--- config.mk ---
export PLATFORM = sky130hd
export DESIGN_NAME = sound_frame_sequencer_flat
export DESIGN_NICKNAME = d
export VERILOG_FILES = /design/src/rtl/sound_frame_sequencer_if.sv /design/src/rtl/sound_frame_sequencer.sv /design/src/flat_wrapper.sv
export SDC_FILE = /design/constraint.sdc
export NUM_CORES = 1
export LEC_CHECK = 0
export ABC_AREA = 1
export BUFFER_PORTS_ARGS = -buffer_cell sky130_fd_sc_hd__buf_2
export CAP_MARGIN = 20
export CORE_ASPECT_RATIO = 1.2
export CORE_MARGIN = 5
export CORE_UTILIZATION = 35
export DETAILED_ROUTE_END_ITERATION = 12
export PLACE_DENSITY = 0.62
export SYNTH_ARGS = -nofsm -noshare
export SYNTH_HDL_FRONTEND = slang
export SYNTH_SLANG_ARGS = --single-unit
--- constraint.sdc ---
create_clock -name system_clock -period 3 [get_ports system_clock]
set_clock_uncertainty 0.15 [all_clocks]
set_input_delay 0.3 -clock system_clock [delete_from_list [all_inputs] [get_ports system_clock]]
set_output_delay 0.3 -clock system_clock [all_outputs]
set_load 0.005 [all_outputs]
--- src/rtl/sound_frame_sequencer_if.sv ---
// Control/status bundle between the sound register block and the frame sequencer.
// The master side drives enables and channel events; the slave side is the sequencer.
interface sound_frame_sequencer_if #(
  parameter int NUM_CH = 4
);
  logic              master_en;
  logic [NUM_CH-1:0] trigger;
  logic [NUM_CH-1:0] length_expired;
  logic [2:0]        step;
  logic              length_tick;
  logic              sweep_tick;
  logic              env_tick;
  logic [NUM_CH-1:0] ch_restart;
  logic [NUM_CH-1:0] ch_active;

  modport master (
    output master_en, trigger, length_expired,
    input  step, length_tick, sweep_tick, env_tick, ch_restart, ch_active
  );

  modport slave (
    input  master_en, trigger, length_expired,
    output step, length_tick, sweep_tick, env_tick, ch_restart, ch_active
  );
endinterface

--- src/rtl/sound_frame_sequencer.sv ---
// 512 Hz, 8-step frame sequencer issuing length/sweep/envelope enables and channel restarts.
// Define SOUND_SEQ_FAST_SIM_EN to force a divider of 16 for fast simulation.
module sound_frame_sequencer #(
  parameter int DIV    = 32768,
  parameter int NUM_CH = 4
) (
  input  logic                    system_clock,
  input  logic                    reset,
  sound_frame_sequencer_if.slave  bus
);

`ifdef SOUND_SEQ_FAST_SIM_EN
  localparam int EFF_DIV = 16;
`else
  localparam int EFF_DIV = DIV;
`endif
  localparam int PW = (EFF_DIV > 2) ? $clog2(EFF_DIV) : 1;
  localparam logic [PW-1:0] PRE_LAST = PW'(EFF_DIV - 1);

  if (EFF_DIV < 2) begin : g_bad_div
    $error("sound_frame_sequencer: divider must be >= 2");
  end

  logic [PW-1:0]     prescaler;
  logic [2:0]        step;
  logic              en_q;
  logic              length_tick;
  logic              sweep_tick;
  logic              env_tick;
  logic [NUM_CH-1:0] ch_restart;
  logic [NUM_CH-1:0] ch_active;
  logic              step_done;

  // The first edge that samples master_en high only arms the prescaler, so the
  // first step completes DIV+1 edges after enable rather than DIV.
  assign step_done = bus.master_en && en_q && (prescaler == PRE_LAST);

  // NOTE: every register here uses <= so all updates see pre-edge values; a
  // blocking '=' would let step_done and the tick decode race the step update.
  always_ff @(posedge system_clock or posedge reset) begin
    if (reset) begin
      prescaler   <= '0;
      step        <= '0;
      en_q        <= 1'b0;
      length_tick <= 1'b0;
      sweep_tick  <= 1'b0;
      env_tick    <= 1'b0;
      ch_restart  <= '0;
      ch_active   <= '0;
    end else begin
      en_q <= bus.master_en;
      if (!bus.master_en) begin
        prescaler   <= '0;
        step        <= '0;
        length_tick <= 1'b0;
        sweep_tick  <= 1'b0;
        env_tick    <= 1'b0;
        ch_restart  <= '0;
        ch_active   <= '0;
      end else begin
        if (en_q) begin
          prescaler <= step_done ? '0 : prescaler + PW'(1);
        end
        if (step_done) begin
          step <= step + 3'd1;
        end
        // Decode uses the step being completed, so the pulse lines up with the new step value.
        length_tick <= step_done && !step[0];
        sweep_tick  <= step_done && (step[1:0] == 2'b10);
        env_tick    <= step_done && (step == 3'd7);
        ch_restart  <= bus.trigger;
        ch_active   <= (ch_active & ~bus.length_expired) | bus.trigger;
      end
    end
  end

  assign bus.step        = step;
  assign bus.length_tick = length_tick;
  assign bus.sweep_tick  = sweep_tick;
  assign bus.env_tick    = env_tick;
  assign bus.ch_restart  = ch_restart;
  assign bus.ch_active   = ch_active;

endmodule

--- src/flat_wrapper.sv ---
// flat-port wrapper written by rule: the top's interface ports become plain ports
module sound_frame_sequencer_flat 
#(
  parameter int DIV    = 32768,
  parameter int NUM_CH = 4
)
  (system_clock, reset, bus_master_en, bus_trigger, bus_length_expired, bus_step, bus_length_tick, bus_sweep_tick, bus_env_tick, bus_ch_restart, bus_ch_active);
  sound_frame_sequencer_if #(.NUM_CH(NUM_CH)) bus_i ();
  input  logic system_clock;
  input  logic reset;
  input wire logic [$bits(bus_i.master_en)-1:0] bus_master_en;
  input wire logic [$bits(bus_i.trigger)-1:0] bus_trigger;
  input wire logic [$bits(bus_i.length_expired)-1:0] bus_length_expired;
  output wire logic [$bits(bus_i.step)-1:0] bus_step;
  output wire logic [$bits(bus_i.length_tick)-1:0] bus_length_tick;
  output wire logic [$bits(bus_i.sweep_tick)-1:0] bus_sweep_tick;
  output wire logic [$bits(bus_i.env_tick)-1:0] bus_env_tick;
  output wire logic [$bits(bus_i.ch_restart)-1:0] bus_ch_restart;
  output wire logic [$bits(bus_i.ch_active)-1:0] bus_ch_active;
  assign bus_i.master_en = bus_master_en;
  assign bus_i.trigger = bus_trigger;
  assign bus_i.length_expired = bus_length_expired;
  assign bus_step = bus_i.step;
  assign bus_length_tick = bus_i.length_tick;
  assign bus_sweep_tick = bus_i.sweep_tick;
  assign bus_env_tick = bus_i.env_tick;
  assign bus_ch_restart = bus_i.ch_restart;
  assign bus_ch_active = bus_i.ch_active;
  sound_frame_sequencer #(.DIV(DIV), .NUM_CH(NUM_CH)) u_core (.system_clock(system_clock), .reset(reset), .bus(bus_i));
endmodule
* Yosys cells after proc, flatten, opt, wreduce, memory -nomap -nowiden *
Index checks and enable logic that the tools add are counted.

cells by class
  add/sub/neg operators = 2
  $mul = 0
  div/mod/pow operators = 0
  $lt $le $gt $ge = 0
  equality and inequality tests = 5
  shifts and indexed selects = 0
  mux-type cells = 10
  bitwise operators = 3
  reductions and logical operators = 6

operators by type and width
  kind                                           count
  2-to-1 mux 15 bit                              3
  adder 15 x 1 -> 15 bit, second input constant  1
  == test 15 bit, second input constant          1
  2-to-1 mux 4 bit                               2
  2-to-1 mux 3 bit                               2
  logical AND 1 bit                              5
  bitwise AND 4 bit                              1
  != test 2 x 1 -> 1 bit, second input constant  2
  inverter 4 bit                                 1
  OR 4 bit                                       1
  adder 3 x 1 -> 3 bit, second input constant    1
  == test 3 bit, second input constant           1
  2-to-1 mux 1 bit                               3
  == test 2 bit, second input constant           1
  zero test 1 bit                                1

word-level totals
  register bits = 30
  bits in latches = 0
  bits in writable memories = 0
  memory bits (read-only) = 0
  input bits = 11
  output and inout port bits = 14
  memories kept = 0

* Logic depth before layout (Yosys ltp) *
  depth after elaboration = 5
  gate-level depth with buffers = 8

* Worst setup path after synthesis *
No wires, ideal clock.

  kind = register to register
  start point = reg u_core.prescaler[0]
  end point = reg u_core.prescaler[11]
  arrival = 1.251 ns
  path slack = 1.528 ns
  cell stages (with the launch flop) = 9
  path through = dfrtp_1 ha_1 nand3_2 inv_1 nand2_1 nor2_2 nor2_2 nand2_1 nor2_1

between the ends
  longest elaborated chain between the ends = 5
  elaborated cells on any way between the ends = 6

RTL lines
  what                                                            RTL line                     source
  from (decl)                                                     sound_frame_sequencer.sv:24  logic [PW-1:0] prescaler;
  from (signal assigned)                                          sound_frame_sequencer.sv:62  prescaler <= step_done ? '0 : prescaler + PW'(1);
  branches (longest 2 deep; another with adder 15 x 1 -> 15 bit)  n/a
  2-to-1 mux 15 bit *                                             sound_frame_sequencer.sv:62
  2-to-1 mux 15 bit *                                             sound_frame_sequencer.sv:61  if (en_q) begin
  2-to-1 mux 15 bit *                                             sound_frame_sequencer.sv:52  if (!bus.master_en) begin

Every way passes the cells marked *. The select of a mux whose other input is x is not followed.
A chain may end at the register's enable or synchronous reset.

* Worst setup path after layout *
Same ends and word-level chain as after synthesis.

==> results.yml <==
timing:
  max_freq_mhz: 603
  fin_crit_ps: 1660
  setup_ws_ps: 1340
  grt_setup_unrepaired: "false"
  post-route-period-util: 0.553
  hold_violations: 0
  setup_viol: 0
  drv_slew: 0
  tns_ps: 0
  worst_pin_slew_ps: 376
  relSlewSlack: 0.749
place:
  placed_cells: 259
  preCtsSetupSlack_ps: 1330
  io_buffers: 24
  hpwl_mm: 2.19
  dpl-instance-area_um2: 1670
  place_congestion: 0.812
setup_path:
  reg2regPathDepth: 8
  crit_type: "reg -> reg"
  r2r_slack_ps: 1340
  critPathArrivalTime_ps: 1720
  r2r-start: "u_core.prescaler[0]"
  r2r-end: "u_core.prescaler[11]"
  required_ps: 3060
  crit_start: "u_core.prescaler[0]"
  startpoint_type: "register"
  end_kind: "register"
  crit_fanout: 6
cts:
  clock_latency_ps: 270
  cts_tree: "yes"
  cts_max_level: 2
  cts.clk_slew.worst_paths_ps: 60
  cts_made_buffers: 5
  clockBufferDepth: 2
  clock-root-buffer: "clkbuf_8"
  cts_sinks: 30
floorplanning:
  core.rowCount: 26
  ios: 25
  coreArea_um2: 4160
  initial_core_util: 0.356
  die_w_um: 69.4
  die_h_um: 81.3
  fp.dieArea_um2: 5640
final_layout:
  seqCellArea_um2: 751
  final_common_cell: "nand2_1"
  layout_common_cells: "53 x nand2_1, 30 x dfrtp_1, 27 x nor2_1"
  fillers: 445
  fin_nets: 226
  diodes: 0
  instances_no_fill: 266
  final_area_um2: 1760
  multi_input_area_um2: 626
  drive_above_1_share: 0.214
  area_growth_pct: 18.8
grt:
  track_usage: 0.123
  grt_overflow: 0
  grt_pass1_wl_mm: 5.40
  first_global_vias: 1269
  antenna_found_initial: 0
  grt_max_degree: 31
min_path:
  worstHoldPathCells: 3
  min_path_type: "in -> reg"
  min-delay-start: "bus_trigger[2]"
  holdPathEnd: "u_core.bus.ch_restart[2]"
power_and_ir_drop:
  p_per_area_nw_per_um2: 445
  peakVddDrop_mv: 0.255
  cellLeakagePower_nw: 0.941
synthesis:
  syn_nets: 194
  yosys_warnings: 0
  mappedNetlistArea_um2: 1480
  yosys.cell_types.count: 21
  synthFlopType: "dfrtp_1"
  ys_ff_latch: 30
  netlist_instances: 179
  async_flop_share: 1.00
  synth-edff-count: 0
  avgSynthCellArea_um2: 8.28
  ys_seq_area_frac: 0.507
outcome:
  run_status: "completed"
route:
  wl_per_cell_um: 10.8
  dr.pass1.iters: 4
  final_antenna_net_count: 0
  routed_wl_mm: 2.88
  vias: 1169
  drtIter0Drc: 29
  drc_errors: 0
  vias_per_cell: 4.39
flow_run:
  cap_violations: 0
## worst max-delay path by stage
stage          slack (ps)  cells past startpoint                   end
2_1_floorplan        1530                      8  u_core.prescaler[11]
3_3_place_gp         1340                      8  u_core.prescaler[13]
3_5_place_dp         1330                      8  u_core.prescaler[11]
4_1_cts              1320                      8  u_core.prescaler[10]
5_1_grt              1110                      8  u_core.prescaler[11]
6_report             1340                      8  u_core.prescaler[11]
## synth_stat cells (all sizes together) (2+ instances only)
cell / n / area share
nand3: 12 / 0.047
nand4: 4 / 0.017
o21bai: 3 / 0.015
xor2: 2 / 0.012
o21ai: 3 / 0.010
ha: 4 / 0.034
xnor2: 2 / 0.012
inv: 25 / 0.063
dfrtp: 30 / 0.51
nor2: 35 / 0.12
nand2: 55 / 0.14
## metal layers
metal	routed length (µm)	track usage	vias to the layer above	share of wire
met4	63	0.0684	0	0.022
li1	-	-	608	-
met2	1400	0.217	28	0.48
met1	1260	0.134	528	0.44
met5	0	0	-	0
met3	162	0.0347	5	0.056
## sequential cells by signal, indices dropped and copies added, names as in the netlist
| signal | flops |
|---|---|
| u_core.prescaler | 15 |
| u_core.bus.ch_active | 4 |
| u_core.bus.ch_restart | 4 |
| u_core.bus.step | 3 |
| u_core.bus.env_tick | 1 |
| u_core.bus.length_tick | 1 |
| u_core.bus.sweep_tick | 1 |
| u_core.en_q | 1 |
## kinds of logic (layout without fill, tap and decap cells)
group,after synthesis,count (layout),synth area share
flops,30,30,0.507
buf+inv,26,57,0.0709
simple gates,108,108,0.336
compound gates,7,7,0.0287
fa+ha+maj,4,4,0.0338
xor+xnor,4,4,0.0237
## metrics by stage
step | utilization | power, mW | hold WS, ps
floorplan | - | 0.455 | 181
global placement | 0.401 | 0.476 | 244
detailed placement | 0.401 | 0.477 | 242
CTS | 0.423 | 0.797 | 73.6
global route | 0.423 | 0.820 | 84.4
finish | 0.423 | 0.783 | 85.1
## worst max-delay path, stage by stage, from the launching register on
cell and delay, ps:
dfrtp_1 400, ha_1 240, nand3_2 140, inv_1 70
nand2_1 110, nor2_2 80, nor2_2 240, nand2_1 90
nor2_1 80
## where the power goes
part / internal [mW] / switching (mW)
clock network: 0.176 / 0.137
registers: 0.415 / 0.00645
logic: 0.0181 / 0.0297
total: 0.609 / 0.174
## repair_timing
item                                   in CTS  in global routing
endpoints found under the hold margin      30                  0
hold buffers                                1                  0
gates resized for setup                     0                  0
setup buffers                               0                  0
## final cells by class
class | count | area share
sequential | 30 | 0.426
multi-input combinational | 123 | 0.355
timing repair buffer | 26 | 0.0782
inverter | 25 | 0.0533
clock buffer | 6 | 0.0469
tap | 56 | 0.0398
(Power assumes the default switching activity.)
